--- config.mk ---
export PLATFORM = sky130hd
export DESIGN_NAME = packet_rx_parser
export DESIGN_NICKNAME = d
export VERILOG_FILES = /design/src/rtl/packet_rx_parser_pkg.sv /design/src/rtl/packet_rx_parser_sat_counter.sv /design/src/rtl/packet_rx_parser.sv
export SDC_FILE = /design/constraint.sdc
export NUM_CORES = 1
export LEC_CHECK = 0
export ABC_CLOCK_PERIOD_IN_PS = 2600
export CAP_MARGIN = 20
export CORE_MARGIN = 5
export CORE_UTILIZATION = 53
export DETAILED_ROUTE_END_ITERATION = 12
export PLACE_DENSITY = 0.82
export SYNTH_ARGS = -nofsm -noshare
export SYNTH_HDL_FRONTEND = slang
export SYNTH_SLANG_ARGS = --single-unit
--- constraint.sdc ---
create_clock -name clk -period 2.6 [get_ports clk]
set_clock_uncertainty 0.15 [all_clocks]
set_input_delay 0.52 -clock clk [delete_from_list [all_inputs] [get_ports clk]]
set_output_delay 0.52 -clock clk [all_outputs]
set_load 0.02 [all_outputs]
--- src/rtl/packet_rx_parser_pkg.sv ---
// Shared types and constants for the received-packet parser.
// Frame layout, packet type codes and parser states.
package packet_rx_parser_pkg;

    localparam int WORD_WIDTH = 16;
    localparam int BYTE_WIDTH = 8;
    localparam int FRAME_LEN  = 9;

    typedef enum logic [2:0] {
        PT_HELLO  = 3'd1,
        PT_CH_ADV = 3'd2,
        PT_JOIN   = 3'd3,
        PT_DATA   = 3'd4
    } pktType_e;

    localparam logic [3:0] IDX_HDR    = 4'd0;
    localparam logic [3:0] IDX_SRC_HI = 4'd1;
    localparam logic [3:0] IDX_SRC_LO = 4'd2;
    localparam logic [3:0] IDX_CLU_HI = 4'd3;
    localparam logic [3:0] IDX_CLU_LO = 4'd4;
    localparam logic [3:0] IDX_ENG_HI = 4'd5;
    localparam logic [3:0] IDX_ENG_LO = 4'd6;
    localparam logic [3:0] IDX_QV_HI  = 4'd7;
    localparam logic [3:0] IDX_QV_LO  = 4'd8;
    localparam logic [3:0] IDX_LAST   = 4'(FRAME_LEN - 1);

    typedef enum logic [1:0] {
        S_WAIT_SOF  = 2'd0,
        S_BODY      = 2'd1,
        S_CHECK     = 2'd2,
        S_WAIT_DONE = 2'd3
    } state_e;

endpackage

--- src/rtl/packet_rx_parser_sat_counter.sv ---
// Saturating up-counter with synchronous active-low reset.
// Holds at all-ones instead of wrapping.
module sat_counter
    import packet_rx_parser_pkg::*;
#(
    parameter int WIDTH = WORD_WIDTH
) (
    input  logic             clk,
    input  logic             nrst,
    input  logic             inc,
    output logic [WIDTH-1:0] count
);

    logic [WIDTH-1:0] cnt;

    always_ff @(posedge clk) begin
        if (!nrst) begin
            cnt <= '0;
        end else if (inc && (cnt != {WIDTH{1'b1}})) begin
            cnt <= cnt + 1'b1;
        end
    end

    assign count = cnt;

endmodule

--- src/rtl/packet_rx_parser.sv ---
// Deframes the received byte stream into Q-table update fields,
// filters unwanted packets and hands accepted ones to the updater.
module packet_rx_parser
    import packet_rx_parser_pkg::*;
#(
    parameter logic [WORD_WIDTH-1:0] NODE_ID     = 16'h0001,
    parameter logic [7:0]            ACCEPT_MASK = 8'b0001_1110
) (
    input  logic                  clk,
    input  logic                  nrst,
    input  logic [BYTE_WIDTH-1:0] in_data,
    input  logic                  in_valid,
    input  logic                  in_sof,
    output logic                  in_ready,
    output logic [2:0]            fPacketType,
    output logic [WORD_WIDTH-1:0] fSourceID,
    output logic [WORD_WIDTH-1:0] fClusterID,
    output logic [WORD_WIDTH-1:0] fEnergyLeft,
    output logic [WORD_WIDTH-1:0] fQValue,
    output logic                  upd_en,
    input  logic                  upd_done,
    output logic [WORD_WIDTH-1:0] rx_count,
    output logic [WORD_WIDTH-1:0] drop_count
);

    localparam int HI = WORD_WIDTH - 1;
    localparam int LO = BYTE_WIDTH;

    state_e state;
    state_e stateNxt;

    logic       take;
    logic       isAccept;
    logic       incRx;
    logic       incDrop;
    logic       ldHdr;
    logic       ldBody;
    logic       ldOut;
    logic       updNxt;
    logic [3:0] idx;

    logic [2:0]            shType;
    logic [WORD_WIDTH-1:0] shSrc;
    logic [WORD_WIDTH-1:0] shClu;
    logic [WORD_WIDTH-1:0] shEng;
    logic [WORD_WIDTH-1:0] shQv;

    // Gated by nrst so the port reads 0 throughout the reset cycle.
    assign in_ready = nrst && ((state == S_WAIT_SOF) || (state == S_BODY));
    assign take     = in_valid && in_ready;
    assign isAccept = ACCEPT_MASK[shType] && (shSrc != NODE_ID);

    always_ff @(posedge clk) begin
        if (!nrst) begin
            state <= S_WAIT_SOF;
        end else begin
            state <= stateNxt;
        end
    end

    always_comb begin
        stateNxt = state;
        incRx    = 1'b0;
        incDrop  = 1'b0;
        ldHdr    = 1'b0;
        ldBody   = 1'b0;
        ldOut    = 1'b0;
        updNxt   = 1'b0;
        case (state)
            S_WAIT_SOF: begin
                if (take && in_sof) begin
                    ldHdr    = 1'b1;
                    stateNxt = S_BODY;
                end
            end
            S_BODY: begin
                if (take) begin
                    if (in_sof) begin
                        // Restart on the new header; the partial frame is dropped.
                        incDrop = 1'b1;
                        ldHdr   = 1'b1;
                    end else begin
                        ldBody = 1'b1;
                        if (idx == IDX_LAST) begin
                            stateNxt = S_CHECK;
                        end
                    end
                end
            end
            S_CHECK: begin
                if (isAccept) begin
                    ldOut    = 1'b1;
                    incRx    = 1'b1;
                    updNxt   = 1'b1;
                    stateNxt = S_WAIT_DONE;
                end else begin
                    incDrop  = 1'b1;
                    stateNxt = S_WAIT_SOF;
                end
            end
            S_WAIT_DONE: begin
                if (upd_done) begin
                    stateNxt = S_WAIT_SOF;
                end
            end
            default: begin
                stateNxt = S_WAIT_SOF;
            end
        endcase
    end

    always_ff @(posedge clk) begin
        if (!nrst) begin
            idx         <= IDX_HDR;
            shType      <= '0;
            shSrc       <= '0;
            shClu       <= '0;
            shEng       <= '0;
            shQv        <= '0;
            fPacketType <= '0;
            fSourceID   <= '0;
            fClusterID  <= '0;
            fEnergyLeft <= '0;
            fQValue     <= '0;
            upd_en      <= 1'b0;
        end else begin
            upd_en <= updNxt;
            if (ldHdr) begin
                shType <= in_data[BYTE_WIDTH-1 -: 3];
                idx    <= IDX_SRC_HI;
            end
            if (ldBody) begin
                idx <= idx + 4'd1;
                case (idx)
                    IDX_SRC_HI: shSrc[HI:LO]  <= in_data;
                    IDX_SRC_LO: shSrc[LO-1:0] <= in_data;
                    IDX_CLU_HI: shClu[HI:LO]  <= in_data;
                    IDX_CLU_LO: shClu[LO-1:0] <= in_data;
                    IDX_ENG_HI: shEng[HI:LO]  <= in_data;
                    IDX_ENG_LO: shEng[LO-1:0] <= in_data;
                    IDX_QV_HI:  shQv[HI:LO]   <= in_data;
                    IDX_QV_LO:  shQv[LO-1:0]  <= in_data;
                    default: ;
                endcase
            end
            // Outputs change only here, so they stay stable for the updater.
            if (ldOut) begin
                fPacketType <= shType;
                fSourceID   <= shSrc;
                fClusterID  <= shClu;
                fEnergyLeft <= shEng;
                fQValue     <= shQv;
            end
        end
    end

    sat_counter #(
        .WIDTH (WORD_WIDTH)
    ) uRxCnt (
        .clk   (clk),
        .nrst  (nrst),
        .inc   (incRx),
        .count (rx_count)
    );

    sat_counter #(
        .WIDTH (WORD_WIDTH)
    ) uDropCnt (
        .clk   (clk),
        .nrst  (nrst),
        .inc   (incDrop),
        .count (drop_count)
    );

endmodule

Yosys cells after proc, flatten, opt, wreduce, memory -nomap -nowiden
Memories as Yosys holds them, arrays and structs flattened. A register that Yosys moved wholly into a read port is not among the register bits.
Index checks and enable logic that the tools add are counted.

cells by class
  add/subtract/negate cells = 3
  magnitude comparators = 1
  equality and inequality tests = 19
  multiplexer cells = 23
  reductions and logical operators = 18

operators with widths
  operator                                                number
  adder 16 x 1 -> 16 bit, second input constant           2
  inequality test 16 bit, second input constant           2
  equality test 4 x 3 -> 1 bit, second input constant     4
  inequality test 16 x 1 -> 1 bit, second input constant  1
  AND reduction 2 bit                                     8
  two-way mux 2 bit                                       6
  two-way mux 1 bit                                       10
  equality test 4 x 2 -> 1 bit, second input constant     2
  two-way mux 4 bit                                       2
  case mux 2 bit (4 select lines)                         1
  logical AND 1 bit                                       6
  two-way mux 3 bit                                       2
  inequality test 2 bit, second input constant            3
  AND reduction 5 bit                                     1
  adder 4 x 1 -> 4 bit, second input constant             1
  equality test 2 bit, second input constant              2
  equality test 4 x 1 -> 1 bit, second input constant     1
  equality test 4 bit, second input constant              1
  < comparator 3 x 4 -> 1 bit, second input constant      1
  inequality test 2 x 1 -> 1 bit, second input constant   2
  case mux 1 bit (2 select lines)                         2
  equality test 2 x 1 -> 1 bit, second input constant     1
  logical NOT 2 bit                                       1
  nonzero test 2 bit                                      1
  logical OR 1 bit                                        1

storage, ports and cells
  flip-flop bits (word level) = 173
  memory bits (read-only) = 8
  input port bits = 13
  output and inout port bits = 101
  logic and storage cells = 84
  memories kept = 1

memories
  memory            words  width  rd ports  clocked after Yosys merged registers in  wr ports  RTL line                text
  (name not given)  8      1      1         1                                        0         packet_rx_parser.sv:51  assign isAccept = ACCEPT_MASK[shType] && (shSrc != NODE_ID);

Depth between registers and ports, before layout
  word-level depth = 9
  depth in mapped cells = 10
  gate-level depth less buffers = 7

Hierarchy
A second synthesis with hierarchy kept.

second synthesis, totals
  cell total of the unflattened synthesis = 781
  area, all modules = 7323.3 µm²

by module, submodules not included
  module            times used  cells an instance  area each (µm²)  seq. area each (µm²)
  packet_rx_parser  1           587                5649.2           2842.7
  sat_counter       2           97                 837.1            320.3

Worst setup path before layout
No wires, ideal clock.

  path kind = in2out
  start = input nrst
  end = output in_ready
  arrival time = 1.622 ns
  required time = 1.930 ns
  slack = 0.308 ns
  stages = 5
  path buffers = 3
  path through = clkbuf_1 > inv_1 > clkbuf_1 > clkbuf_1 > nor2_1

on the way
  cells in the longest elaborated chain, start to end = 1

RTL lines
  what               RTL line                text
  from (decl)        packet_rx_parser.sv:10  input logic nrst,
  logical AND 1 bit  packet_rx_parser.sv:49  assign in_ready = nrst && ((state == S_WAIT_SOF) || (state == S_BODY));
  to (decl)          packet_rx_parser.sv:14  output logic in_ready,

No other way between the ends.

Final worst setup path
Ends and elaborated chain as after synthesis.

==> results.tsv <==
stage	metric	value	unit
clock_tree	CTS Hold Bufs	0	
placement	Port Buf Inserts	113	
floorplan	Die Y	124	um
sta	Setup Viol. Count Final	0	
clock_tree	CTS tree	done	
yosys	Cells after Synth	844	
power	PwrDens	625	nW/um^2
final_layout	nets@finish	963	
clock_tree	CTS sink cnt	174	
global_routing	GRT met1 Usage	29.3	%
detailed_routing	Detail Route Antenna Nets	0	
power	VDD IR max	420	uV
placement	dpl hpwl	11.2	mm
detailed_routing	DRT Pass-1 Iters	5	
critical_path	Worst EP arrival	1.71	ns
power	P_int	4.24	mW
final_layout	Final Instance Area	8850	sq um
sta	TNS Setup	0	ns
hold_path	Worst Hold Class	reg2reg	
global_routing	Total Routing Usage GR	23.0	%
global_routing	M3 GR Usage	4.45	%
global_routing	first-pass GRT wire length	28.2	mm
yosys	sequential area share after synthesis	50.5	%
floorplan	core area	12700	sq um
sta	Slew headroom	54.6	%
final_layout	share of cells above drive strength 1	7.35	%
final_layout	commonest non-fill, non-tap cell in the layout	nand2_1	
global_routing	met2 usage	38.3	%
global_routing	largest net degree at the start of global routing	144	
floorplan	Initial Util	54.4	%
power	power share of the clock group	45.1	%
yosys	mean post-synth cell area	8.17	sq um
clock_tree	clk buf depth	2	
detailed_routing	1st-iter DRT viols	460	
critical_path	worst-path fanout max	4	
global_routing	initial antenna violation count	0	
power	Combinational Power Share	6.0	%
placement	final weighted congestion in routability-driven placement	0.846	
final_layout	# diodes	0	
sta	max-slew violation count	0	
global_routing	vias in the first global route	5871	
critical_path	CP Capture Type	output port	
floorplan	Die W	124	um
critical_path	Worst Path Required	1.93	ns
power	NetSw	1.30	mW
floorplan	die area	15400	sq um
global_routing	busiest grt layer	met2	
detailed_routing	final wirelength	17.1	mm
yosys	Seq cells post-synth	174	
critical_path	CP startpoint kind	primary input	
critical_path	CP cell instances	clkdlybuf4s50_1 > buf_4 > inv_4 > nor2_1 > dlygate4sd2_1	
outcome	status	finished, final reports clean	
critical_path	Slowest Stage Delay on Critical Path	0.57	ns
detailed_routing	vias	6288	
yosys	Post-Syn Area	6900	sq um
job	number of max-cap violations	0	
detailed_routing	drt drc	0	
sta	fmax	420	MHz
final_layout	synth-to-layout area growth	28.3	%
clock_tree	CTS H-Tree Depth	4	
clock_tree	clock-pin slew on the worst setup and hold paths	0.06	ns
placement	placed cell areas	8270	sq um
detailed_routing	WL/cell	15.2	um
yosys	Yosys cell types	48	
power	sequential share of power	48.9	%
detailed_routing	routed vias/inst	5.59	
global_routing	total gr overflow	0	
clock_tree	Root Driver	clkbuf_16	
floorplan	num rows	41	
yosys	synth warn	0	
power	switch share	23.4	%
sta	min Tclk post-route	2.38	ns
sta	period utilization	91.6	%
final_layout	most frequent cells in the layout	nand2_1, dfxtp_1, a21oi_1	
critical_path	crit path kind	in2out	
critical_path	slowest cell on the critical path	clkdlybuf4s50_1	
clock_tree	total CTS buffers	17	
sta	Worst Max-Slew Pin Slew	0.680	ns
clock_tree	worst-skew pair later-pin latency	0.42	ns
sta	final hold vios	0	
yosys	syn nets	867	
power	Lkg Pwr	2.90	nW
sta	RSZ-0062 raised after global routing	no	
floorplan	I/O Pins	114	
[final timing paths]
path	depth (start not counted)	slack, ns	to	startpoint
setup / recovery	5	0.22	in_ready	nrst
hold / removal	2	0.30	fEnergyLeft[0]$_SDFFE_PN0P_	fEnergyLeft[0]$_SDFFE_PN0P_
setup reg to reg	8	0.25	uDropCnt.count[13]$_SDFFE_PN0P_	state[1]$_SDFFE_PN0P_
hold reg to reg	2	0.30	fEnergyLeft[0]$_SDFFE_PN0P_	fEnergyLeft[0]$_SDFFE_PN0P_
[cells by family after synthesis]
logic type	synth area share [%]
mux	2.47
flops	50.5
buf+inv	4.21
simple gates	25.8
compound gates	14.7
fa+ha+maj	1.81
xor+xnor	0.508
[synth_stat cells (all sizes together)]
cell type / number / share of area [%]
a2111o: 1 / 0.16
a211oi: 3 / 0.40
a21bo: 1 / 0.15
a21oi: 145 / 11
a31oi: 2 / 0.18
a41o: 1 / 0.15
and2: 2 / 0.18
and3: 8 / 0.73
and4: 6 / 0.76
buf: 10 / 0.78
clkbuf: 52 / 2.8
dfxtp: 174 / 50
ha: 10 / 1.8
inv: 11 / 0.60
mux2i: 17 / 2.5
nand2: 216 / 12
nand2b: 4 / 0.36
nand3: 66 / 4.8
nand3b: 3 / 0.33
nand4: 11 / 1.0
nand4b: 1 / 0.13
nor2: 29 / 1.6
nor2b: 1 / 0.091
nor3: 5 / 0.44
nor3b: 6 / 0.73
nor4: 4 / 0.63
nor4b: 1 / 0.22
o2111ai: 2 / 0.25
o211ai: 2 / 0.22
o21a: 1 / 0.11
o21ai: 10 / 0.73
o221ai: 1 / 0.22
o31a: 1 / 0.13
o31ai: 13 / 1.4
o41ai: 1 / 0.13
or3: 6 / 0.54
or4: 13 / 1.5
xnor2: 3 / 0.38
xor2: 1 / 0.13
[power groups by stage]
stage / Sequential, mW / Clock [mW] / Combinational (mW)
finish: 2.71 / 2.50 / 0.331
global route: 2.71 / 2.65 / 0.363
CTS: 2.70 / 2.53 / 0.329
detailed placement: 2.76 / 0 / 0.330
global placement: 2.76 / 0 / 0.326
floorplan: 2.76 / 0 / 0.217
[timing repair]
item / in CTS / in global routing
setup buffers: 0 / 0
endpoints found under the setup margin: 1 / 0
gates resized for setup: 1 / 0
[sequential cells by signal, summed over array words and instances, names as in the netlist, named ones only]
signal          flops
shClu              16
uRxCnt.count       16
fPacketType         3
fClusterID         16
fEnergyLeft        16
state               2
fSourceID          16
shQv               16
fQValue            16
upd_en              1
idx                 4
shEng              16
uDropCnt.count     16
shSrc              16
shType              3
[metrics by stage]
| stage | cells | hold WS [ns] | worst slack (ns) | power, mW | util (%) |
|---|---|---|---|---|---|
| global route | 1124 | 0.317 | 0.0848 | 5.72 | 69.9 |
| finish | 1124 | 0.302 | 0.219 | 5.53 | 69.9 |
| CTS | 1124 | 0.304 | 0.234 | 5.57 | 69.9 |
| floorplan | 844 | 0.281 | 0.308 | 2.98 | - |
| global placement | 1093 | 0.291 | -0.0119 | 3.09 | 65.3 |
| detailed placement | 1093 | 0.295 | -0.107 | 3.10 | 65.3 |
[layout make-up]
| type | count | area, sq um |
|---|---|---|
| inverters | 11 | 43.8 |
| well taps | 172 | 215 |
| repair buffers | 139 | 1390 |
| clock inverters | 12 | 138 |
| clock buffers | 19 | 443 |
| fillers | 1029 | 3820 |
| multi-input cells | 597 | 3140 |
| flip-flops and latches | 174 | 3480 |
[critical path: cells and delay by family]
| kind | cells | cell delay [ns] |
|---|---|---|
| AND/OR/NAND/NOR | 1 | 0.10 |
| buffers and inverters | 4 | 1.10 |
[routing by layer]
| metal | vias up | share of wire, % |
|---|---|---|
| met5 | - | 0 |
| met4 | 0 | 2.7 |
| met3 | 38 | 5.3 |
| met2 | 166 | 49 |
| met1 | 2973 | 43 |
| li1 | 3111 | - |
Power figures use the tool's default switching activity.
==> RTL change 1, RTL diff (config.mk and constraints unchanged) <==
Register the output `rx_count`, cleared by the reset; this adds one clock of latency there. The other outputs are not delayed to match.
--- a/src/rtl/packet_rx_parser.sv
+++ b/src/rtl/packet_rx_parser.sv
@@ -27,2 +27,4 @@
     localparam int LO = BYTE_WIDTH;
+
+    logic [WORD_WIDTH-1:0] rx_count_d;
 
@@ -162,3 +164,3 @@
         .inc   (incRx),
-        .count (rx_count)
+        .count (rx_count_d)
     );
@@ -174,2 +176,10 @@
 
+    always_ff @(posedge clk) begin
+        if (!nrst) begin
+            rx_count <= '0;
+        end else begin
+            rx_count <= rx_count_d;
+        end
+    end
+
 endmodule
Function: no difference found for any inputs over 10 cycles, from zero or initial values and one cycle with nrst low; that may be too few to reach the edited logic, so the function may still have changed.
==> RTL change 1 against the original RTL <==
Worst setup slack gained 0.0034 ns. Via count is 4.1% higher. Cell count grew 4.5%. Sequential cell count increased by 16. Design area increased by 6.1%. Total power up 12%. Synthesized area up 7.3%. Wire length grew 5.0%. Largest power group unchanged.
==> RTL change 1: results (changes against the original RTL) <==
| Metric | Value |
|---|---|
| Peak supply drop | `0.343 mV (-18%)` |
| FF-to-FF setup slack | `0.22 ns (-0.03 ns)` |
| Met2 usage in global routing | `35.1% (-3.2 points)` |
| GR Util All Layers | `22.2% (-0.76 points)` |
| Data arrival time of the worst path | `2.59 ns (+0.88 ns)` |
| Outcome | `finished clean` |
| Mux cell area share after synthesis | `4.13% (+1.7 points)` |
| Post-CTS sizing | `3 (+2)` |
| Worst path max stage delay | `0.53 ns (-0.04 ns)` |
| Crit path to | `uDropCnt.count[11]$_SDFFE_PN0P_` |
| Int Pwr | `4790 uW (+13%)` |
| Vias | `6545 (+4.1%)` |
| Met3 Usage GRT | `4.79% (+0.34 points)` |
| Yosys cell types | `48 (unchanged)` |
| Post-Route WL | `18.0 mm (+5.0%)` |
| Family with the most delay on the worst path | `simple AND/OR/NAND/NOR gates` |
| Worst R2R Start | `shSrc[1]$_SDFFE_PN0P_` |
| Synth Net Count | `913 (+5.3%)` |
| Filler instances | `1139 (+11%)` |
| Adder-cell share of the synthesized area | `1.69% (-0.12 points)` |
| Logic pwr share | `6.2% (+0.2 points)` |
| Ant diodes | `0 (unchanged)` |
| TritonCTS buffer count | `17 (unchanged)` |
| Dpl cells | `1143 (+4.6%)` |
| Total iterations of the first detailed-routing run | `5 (unchanged)` |
| Least-Margin Pin Slew | `0.757 ns (+0.0764 ns)` |
| Slowest cell on crit path | `or4_1` |
| Share of cells above drive strength 1 | `8.14% (+0.79 points)` |
| Met1 Track Usage GR | `29.9% (+0.62 points)` |
| Met2 wire length | `8.66 mm (+2.8%)` |
| Final Instance Count excl. Fillers | `1175 (+4.5%)` |
| Clk buf depth | `2 (unchanged)` |
| Register area share after synthesis | `51.4% (+0.91 points)` |
| P_leak | `0.00313 uW (+8.2%)` |
| Ys async rst share | `0% (unchanged)` |
| Syn_area_per_cell | `8.31 um^2 (+1.7%)` |
| Iteration-0 DRC Markers | `671 (+46%)` |
| CP Max Fanout | `20 (+16)` |
| Sw Pwr | `1390 uW (+6.8%)` |
| First-pass GRT wire length | `29.8 mm (+5.7%)` |
| Synth Area in Compound Gates | `12.1% (-2.6 points)` |
| Number of global-route vias before repair | `6041 (+2.9%)` |
| Most frequent cells after synthesis | `nand2_1 (222), dfxtp_1 (190), a21oi_1 (142)` |
| WL met3 | `1.01 mm (+12%)` |
| Post-synthesis xor/xnor area fraction | `0.118% (-0.39 points)` |
| FF-to-FF path depth | `5 (-3)` |
| Fin nets | `1005 (+4.4%)` |
| CTS H-tree depth | `4 (unchanged)` |
| Crit path launch type | `flip-flop` |
| Post-CTS Repair Setup Buffers | `0 (unchanged)` |
| Hold Path Cell Cnt | `2 (unchanged)` |
| Placer congestion estimate | `0.786 (-7.1%)` |
| Met1 wire length | `7.91 mm (+7.5%)` |
| Seq pwr share | `47.8% (-1.1 points)` |
| Placed wire-length estimate | `11.7 mm (+3.9%)` |
| Maximum number of pins on one net before global-route repair | `166 (+15%)` |
| Top cells by area, synth | `dfxtp_1 (51%), nand2_1 (11%), a21oi_1 (9.6%)` |
| Number of I/O port buffers | `113 (unchanged)` |
[RTL change 1: cell types whose count changed after synthesis, sizes merged, moves of 7 or more]
| cell | delta |
|---|---|
| and2 | +13 |
| buf | +10 |
| clkbuf | -8 |
| dfxtp | +16 |
| mux2 | +12 |
| nand3 | +11 |
| nor2 | +7 |
| nor3 | +7 |
[RTL change 1: layout make-up]
| type | instances | area (um^2) | share of cell area [%] |
|---|---|---|---|
| inverters | 9 | 36.3 | 0.387 |
| multi-input cells | 627 | 3310 | 35.3 |
| well taps | 180 | 225 | 2.40 |
| flip-flops and latches | 190 | 3800 | 40.5 |
| clock inverters | 13 | 210 | 2.24 |
| clock buffers | 19 | 443 | 4.72 |
| repair buffers | 137 | 1360 | 14.5 |
[RTL change 1: worst min-delay path by stage]
stage,start,endpoint,slack [ns]
after global placement,shEng[9]$_SDFFE_PN0P_,fEnergyLeft[9]$_SDFFE_PN0P_,0.29
after CTS,shClu[15]$_SDFFE_PN0P_,shClu[15]$_SDFFE_PN0P_,0.31
final,shClu[5]$_SDFFE_PN0P_,fClusterID[5]$_SDFFE_PN0P_,0.30
after detailed placement,shClu[15]$_SDFFE_PN0P_,shClu[15]$_SDFFE_PN0P_,0.30
after global routing,shQv[10]$_SDFFE_PN0P_,shQv[10]$_SDFFE_PN0P_,0.32
after floorplan,shQv[0]$_SDFFE_PN0P_,fQValue[0]$_SDFFE_PN0P_,0.28
[RTL change 1: through the flow]
stage               setup slack [ns]  hold slack [ns]  util (%)  cell area (um^2)
floorplan                      0.458            0.281         -              7400
global placement             -0.0456            0.291      63.4              8730
detailed placement            -0.104            0.297      63.4              8730
CTS                            0.228            0.306      68.2              9390
global route                  0.0753            0.322      68.2              9390
finish                         0.222            0.301      68.2              9390
==> RTL change 2, RTL diff (same settings) <==
Made on the original files. Set the package constant `FRAME_LEN` to 4 (it was 9).
--- a/src/rtl/packet_rx_parser_pkg.sv
+++ b/src/rtl/packet_rx_parser_pkg.sv
@@ -6,3 +6,3 @@
     localparam int BYTE_WIDTH = 8;
-    localparam int FRAME_LEN  = 9;
+    localparam int FRAME_LEN  = 4;
 
Behaviour: not the same (a bounded check fails within 10 cycles, from zero or initial values and one cycle with nrst low).
==> RTL change 2 against the original RTL <==
Synthesized area increased by 1.8%. Cell count is 0.80% higher. Total power up 8.6%. Hold slack got worse by 0.0018 ns. Wire length is 1.8% lower. Design area rose by 2.3%. Critical endpoint unchanged. Sequential cell count unchanged. Worst setup slack got worse by 0.014 ns.
==> RTL change 2: results (changes against the original RTL) <==
| Metric | Value |
|---|---|
| GR Util All Layers | `21.3% (-1.7 points)` |
| Share of cells above drive strength 1 | `8.25% (+0.90 points)` |
| Number of global-route vias before repair | `5708 (-2.8%)` |
| Total iterations of the first detailed-routing run | `5 (unchanged)` |
| Wire per inst | `14.9 um (-2.6%)` |
| Placer congestion estimate | `0.858 (+1.4%)` |
| Least-Margin Pin Slew | `0.722 ns (+0.0419 ns)` |
| CP Max Fanout | `5 (+1)` |
| Worst R2R Start | `shSrc[1]$_SDFFE_PN0P_` |
| Synth Area in Compound Gates | `14.0% (-0.72 points)` |
| Dpl cells | `1101 (+0.73%)` |
| Maximum number of pins on one net before global-route repair | `164 (+14%)` |
| Vias | `6216 (-1.1%)` |
| Adder-cell share of the synthesized area | `1.78% (-0.031 points)` |
| Peak supply drop | `0.391 mV (-6.8%)` |
| Syn_area_per_cell | `8.26 um^2 (+1.0%)` |
| Met2 usage in global routing | `34.7% (-3.6 points)` |
| Post-synthesis xor/xnor area fraction | `1.87% (+1.4 points)` |
| First-pass GRT wire length | `27.9 mm (-0.86%)` |
| Most frequent cells after synthesis | `nand2_1 (222), dfxtp_1 (174), a21oi_1 (135)` |
| Outcome | `finished clean` |
| Met1 Track Usage GR | `28.6% (-0.66 points)` |
| Data arrival time of the worst path | `1.73 ns (+0.02 ns)` |
| Post-CTS sizing | `2 (+1)` |
| Post-Place Cell Area | `0.00837 mm^2 (+1.1%)` |
| Iteration-0 DRC Markers | `452 (-1.7%)` |
| Register area share after synthesis | `49.6% (-0.87 points)` |
| Skew-Pair Late Insertion Delay | `0.42 ns (about the same)` |
| Initial antenna violation count | `0 (unchanged)` |
| Final Instance Count excl. Fillers | `1133 (+0.80%)` |
| Crit. Startpoint | `state[0]$_SDFFE_PN0P_` |
| Hold Crit Start | `shQv[5]$_SDFFE_PN0P_` |
| Top cells by area, synth | `dfxtp_1 (50%), nand2_1 (12%), a21oi_1 (9.6%)` |
| Mux cell area share after synthesis | `2.57% (+0.10 points)` |
| Met3 Usage GRT | `4.05% (-0.40 points)` |
| Met2 wire length | `8.06 mm (-4.2%)` |
| Placed wire-length estimate | `10.9 mm (-2.5%)` |
| FF-to-FF setup slack | `0.27 ns (+0.02 ns)` |
| Filler instances | `1064 (+3.4%)` |
| Met1 wire length | `7.62 mm (+3.7%)` |
| P_leak | `0.00297 uW (+2.7%)` |
-- RTL change 2: logic make-up after synthesis --
logic type      Yosys count
mux                      18
buf+inv                  72
simple gates            392
xor+xnor                 15
fa+ha+maj                10
compound gates          169
flops                   174
-- RTL change 2: worst max-delay path, cell delays in order (launching register included) --
cell and delay, ns:
dfxtp_1 0.40, inv_1 0.09, ha_1 0.26, nor2_1 0.18, nor2_1 0.06, dlygate4sd2_1 0.32
-- RTL change 2: how the worst min path moves through the flow --
stage | end | slack (ns) | cells after the start
4_1_cts | fQValue[5]$_SDFFE_PN0P_ | 0.30 | 2
3_3_place_gp | fQValue[3]$_SDFFE_PN0P_ | 0.29 | 2
3_5_place_dp | fQValue[3]$_SDFFE_PN0P_ | 0.29 | 2
6_report | fQValue[5]$_SDFFE_PN0P_ | 0.30 | 2
5_1_grt | fEnergyLeft[4]$_SDFFE_PN0P_ | 0.32 | 2
2_1_floorplan | fQValue[0]$_SDFFE_PN0P_ | 0.28 | 2
-- RTL change 2: cell type report --
cell class                 instances  area [um^2]  area share, %
clock buffer                      22          484           5.35
clock inverter                    10          206           2.28
inverter                           9         36.3          0.401
multi-input combinational        604         3260           36.0
sequential                       174         3480           38.5
tap                              176          220           2.43
timing repair buffer             138         1370           15.1
-- RTL change 2: power breakdown --
part	leakage (uW)	internal, uW	switching [uW]	total, uW
clock	0.000336	1900	1010	2910
sequential	0.00140	2690	26.1	2710
combinational	0.00123	132	252	384
-- RTL change 2: through the flow --
stage | setup slack (ns) | TNS [ns]
2_1_floorplan | 0.203 | 0
3_3_place_gp | 0.0112 | 0
3_5_place_dp | -0.0584 | -0.113
4_1_cts | 0.186 | 0
5_1_grt | 0.0802 | 0
6_report | 0.205 | 0
